**config.mk**
```make
export PLATFORM = sky130hd
export DESIGN_NAME = fsm_sorter
export DESIGN_NICKNAME = d
export VERILOG_FILES = /design/src/rtl/fsm_sorter.sv
export SDC_FILE = /design/constraint.sdc
export NUM_CORES = 1
export LEC_CHECK = 0
export ABC_AREA = 1
export CORE_MARGIN = 8
export CORE_UTILIZATION = 40
export DETAILED_ROUTE_END_ITERATION = 6
export GPL_TIMING_DRIVEN = 1
export RECOVER_POWER = 100
export SYNTH_ARGS = -nofsm -noshare
export SYNTH_HDL_FRONTEND = slang
export SYNTH_SLANG_ARGS = --single-unit
```
**constraint.sdc**
```tcl
create_clock -name clk -period 2.9 [get_ports clk]
set_clock_uncertainty 0.1 [all_clocks]
set_input_delay 0.29 -clock clk [delete_from_list [all_inputs] [get_ports clk]]
set_output_delay 0.29 -clock clk [all_outputs]
set_load 0.005 [all_outputs]
```
**src/rtl/fsm_sorter.sv**
```systemverilog
// Multi-cycle bubble sorter: captures N unsigned values on start, performs one
// compare/swap per clock, then presents the ascending result with done.
module fsm_sorter #(
  parameter int unsigned N     = 6,
  parameter int unsigned WIDTH = 8
) (
  input  logic             clk,
  input  logic             rst,
  input  logic             start,
  input  logic [WIDTH-1:0] data_in     [N],
  output logic             done,
  output logic [WIDTH-1:0] data_sorted [N]
);

  // Counter width covers pass/index values 0..N-1.
  localparam int unsigned CW      = (N > 2) ? $clog2(N) : 1;
  localparam int unsigned LastIdx = (N >= 2) ? N - 2 : 0;
  localparam logic [CW-1:0] Last  = CW'(LastIdx);

  typedef enum logic [1:0] {StIdle, StSort, StDone} state_e;

  state_e           state_q, state_d;
  logic [CW-1:0]    i_q, i_d;
  logic [CW-1:0]    j_q, j_d;
  logic             done_q, done_d;
  logic [WIDTH-1:0] a_q      [N];
  logic [WIDTH-1:0] a_d      [N];
  logic [WIDTH-1:0] sorted_q [N];
  logic [WIDTH-1:0] sorted_d [N];

  // State, working array, counters and registered outputs.
  always_ff @(posedge clk or posedge rst) begin
    if (rst) begin
      state_q  <= StIdle;
      i_q      <= '0;
      j_q      <= '0;
      done_q   <= 1'b0;
      a_q      <= '{default: '0};
      sorted_q <= '{default: '0};
    end else begin
      state_q  <= state_d;
      i_q      <= i_d;
      j_q      <= j_d;
      done_q   <= done_d;
      a_q      <= a_d;
      sorted_q <= sorted_d;
    end
  end

  // Next-state: capture on start, one compare/swap per SORT cycle, publish on exit.
  always_comb begin
    state_d  = state_q;
    i_d      = i_q;
    j_d      = j_q;
    done_d   = done_q;
    a_d      = a_q;
    sorted_d = sorted_q;
    unique case (state_q)
      StIdle, StDone: begin
        if (start) begin
          a_d    = data_in;
          i_d    = '0;
          j_d    = '0;
          done_d = 1'b0;
          if (N == 1) begin
            // A single element is already sorted.
            state_d  = StDone;
            done_d   = 1'b1;
            sorted_d = data_in;
          end else begin
            state_d = StSort;
          end
        end
      end
      StSort: begin
        // Strict greater-than keeps equal values in place.
        for (int k = 0; k < int'(N) - 1; k++) begin
          if (CW'(k) == j_q && a_q[k] > a_q[k+1]) begin
            a_d[k]   = a_q[k+1];
            a_d[k+1] = a_q[k];
          end
        end
        if (j_q == Last - i_q) begin
          j_d = '0;
          i_d = i_q + 1'b1;
          if (i_q == Last) begin
            state_d  = StDone;
            done_d   = 1'b1;
            sorted_d = a_d;
          end
        end else begin
          j_d = j_q + 1'b1;
        end
      end
      default: state_d = StIdle;
    endcase
  end

  assign done        = done_q;
  assign data_sorted = sorted_q;

endmodule

```
==> results.ini, run 1 <==
[yosys]
synthSimpleGateAreaFrac = 0.352
avgSynthCellArea_sq_um = 7.16
synth_fa_ha_area_frac = 0.0872
yosysSeqAreaShare = 0.382
syn-num-nets = 1060
synth-compound-area-share = 0.0961
yosysWarningCount = 0
synth_xor_area_frac = 0.00382
yosys.cell_types.count = 33
synth_top_family_by_area = simple AND/OR/NAND/NOR gates
netlist_instances = 961
synth_mux_area_frac = 0
synth_area_sq_um = 6880
ys_seq_elements = 105

[timing]
maxSlewHeadroom = -0.0122
tns_ns = 0
setup_viol = 0
fin_crit_sh = 0.893
fmax_ghz = 0.386
rsz0062_at_grt = no
hold_viol_final = 0
period_needed_ns = 2.59
slew_violations = 106
worst_pin_slew_ns = 1.52
hold_ws_ns = 0.375

[clock_tree]
clock-sinks = 105
cts_made_buffers = 9
cts_tree = yes
cts_resized = 0
path_clk_slew_ns = 0.08
htreeDepth = 3
cts_setup_buffers = 0
insertion_delay_ns = 0.36
root_buffer = clkbuf_16
cts_hold_repair.buffers = 0
clockBufferDepth = 2

[die]
initial_utilization = 0.404
ios = 100
die_area_sq_um = 21700
std_cell_rows = 48
die_w_um = 147
core_area_sq_um = 17100
die_h_um = 147

[pwr]
p_switching_uw = 5070
total_power_uw = 10100
p_sw_frac = 0.499
vdd_drop_max_v = 0.000453
p_leak_uw = 0.00447
p_int_uw = 5080
p_seq_frac = 0.283
combPwrFrac = 0.598
pwr-share-clk = 0.119
powerDensity_nw_per_um2 = 1240

[routing]
vias = 6335
drc_errors = 4
wirelength_um = 19900
drt_pass1_iterations = 7
wl_per_cell_um = 15.7
drt_iter0_drc = 432
viasPerCell = 4.98
antenna_left = 0

[place]
placed_area_sq_um = 8030
dp_hpwl_um = 14500
gp_congestion = 0.859
numPortBuffers = 99

[worst_setup_path]
worstPathMaxFanout = 32
cp.arrival_ns = 2.80
worstPathRequired_ns = 3.11
crit_path_start_kind = flop
r2r_cells = 10
critPathCaptureType = flop
worstSetupPathType = reg2reg

[global_routing]
grt_pass1_wl_um = 33500
grt_pass1_vias = 6321
grt_overflow = 0
antenna_found_initial = 0
grtUsageTotal = 0.191
grt_max_degree = 106

[min_path]
hp-class = reg2reg
min_path_cells = 2

[final_layout]
nFillCells = 1787
final_layout_size_suffix_gt1_frac = 0.0439
n_antenna_cell = 0
areaGrowthSynthToFinish_pct = 19.3
nNetsFinal = 1142
fin_util = 0.481
post-route-cell-area_sq_um = 8210

[outcome]
outcome = finished with violations
failed_checks = DRC, capacitance limit, slew limit

[flow_run]
maxCapViolCount = 1

-- stage by stage --
stage	std cells	setup WS, ns
2_1_floorplan	961	0.852
3_3_place_gp	1257	0.548
3_5_place_dp	1257	0.529
4_1_cts	1273	0.504
5_1_grt	1273	0.124
6_report	1273	0.310
-- worst max-delay path, cell delays in order, from the launching register on --
cell	delay, ns
dfrtp_1	0.43
inv_1	0.08
ha_1	0.22
ha_1	0.29
xor2_1	0.14
a21oi_1	0.17
nand3_1	0.28
nor2_8	0.19
buf_4	0.38
o211ai_1	0.16
nand2_1	0.08
-- flip-flops by register name, summed over array words and instances (netlist names) --
signal	count
data_sorted	48
i_q	3
a_q	48
done	1
state_q	2
j_q	3
-- synth_stat cells --
cell type,count,area (sq um)
o21ai_0,35,175
nor2_1,83,312
a41oi_1,1,8.76
nand2_4,3,33.8
o211ai_1,6,45.0
a21o_1,4,30.0
o21ai_2,10,87.6
nand2_2,8,50.1
a21oi_1,13,65.1
clkbuf_1,7,26.3
o21ai_1,14,70.1
o21a_1,1,7.51
inv_2,4,15.0
buf_1,2,7.51
dfrtp_1,105,2630
clkinv_1,1,3.75
nand2_1,377,1420
o21bai_1,13,97.6
a21oi_2,1,8.76
buf_2,16,80.1
xor2_1,3,26.3
nand3_1,106,531
buf_4,2,15.0
nor2_4,4,45.0
inv_4,1,6.26
buf_6,9,101
nand3_4,1,17.5
a21boi_2,1,11.3
inv_1,77,289
ha_1,48,601
o22ai_1,1,6.26
nor2_8,1,20.0
a21oi_4,3,48.8
-- cells by family after synthesis --
family	count (synthesis)
flip-flops	105
XOR/XNOR	3
AND/OR/NAND/NOR	583
adder cells (fa/ha/maj)	48
AO/OA/AOI/OAI	103
buffers and inverters	119
-- cell usage in the layout (no fill, tap or decap), drive strengths merged --
cell type,netlist,final
dlygate4sd3,0,50
a41oi,1,1
xor2,3,3
clkinvlp,0,4
nor2,88,88
o21a,1,1
buf,29,7
clkinv,1,2
o21bai,13,13
nand2,388,388
o22ai,1,1
clkbuf,7,11
nand3,107,107
dfrtp,105,105
ha,48,48
a21o,4,4
a21boi,1,1
clkdlybuf4s50,0,49
o211ai,6,6
o21ai,59,59
inv,82,83
a21oi,17,17
-- layer usage --
layer	track usage	part of all wire	routed length, um
met5	0	0	0
met4	0.0464	0.012	238
met3	0.0360	0.045	904
met2	0.321	0.49	9690
met1	0.247	0.46	9100
-- power by group through the flow --
stage | logic [uW] | registers [uW] | clock network [uW]
floorplan | 4560 | 2700 | 0
CTS | 6400 | 2890 | 1240
finish | 6070 | 2870 | 1210
global route | 7070 | 2970 | 1280
detailed placement | 6360 | 2910 | 0
global placement | 6290 | 2910 | 0
-- final cells by class --
cell class / instances / area [sq um] / area share
multi-input combinational: 737 / 3650 / 0.444
sequential: 105 / 2630 / 0.320
timing repair buffer: 107 / 1060 / 0.129
inverter: 83 / 318 / 0.0387
tap: 225 / 282 / 0.0343
clock buffer: 10 / 229 / 0.0279
clock inverter: 6 / 48.8 / 0.00594
-- worst paths after layout --
check	from	endpoint	slack, ns
worst max-delay path	i_q[0]$_DFFE_PP0P_	data_sorted[23]$_DFFE_PP0P_	0.31
worst min-delay path	data_sorted[36]$_DFFE_PP0P_	data_sorted[36]$_DFFE_PP0P_	0.38
worst max register to register	i_q[0]$_DFFE_PP0P_	data_sorted[23]$_DFFE_PP0P_	0.31
worst min register to register	data_sorted[36]$_DFFE_PP0P_	data_sorted[36]$_DFFE_PP0P_	0.38
max in group asynchronous	rst	data_sorted[10]$_DFFE_PP0P_	0.89
min in group asynchronous	rst	data_sorted[43]$_DFFE_PP0P_	0.88
(Power assumes the default switching activity.)
==> inputs of run 2 (changes only) <==
- ABC_CLOCK_PERIOD_IN_PS: unset -> 2900
==> results of run 2 <==
No change in the layout: final DEF, timing and power equal those of run 1.
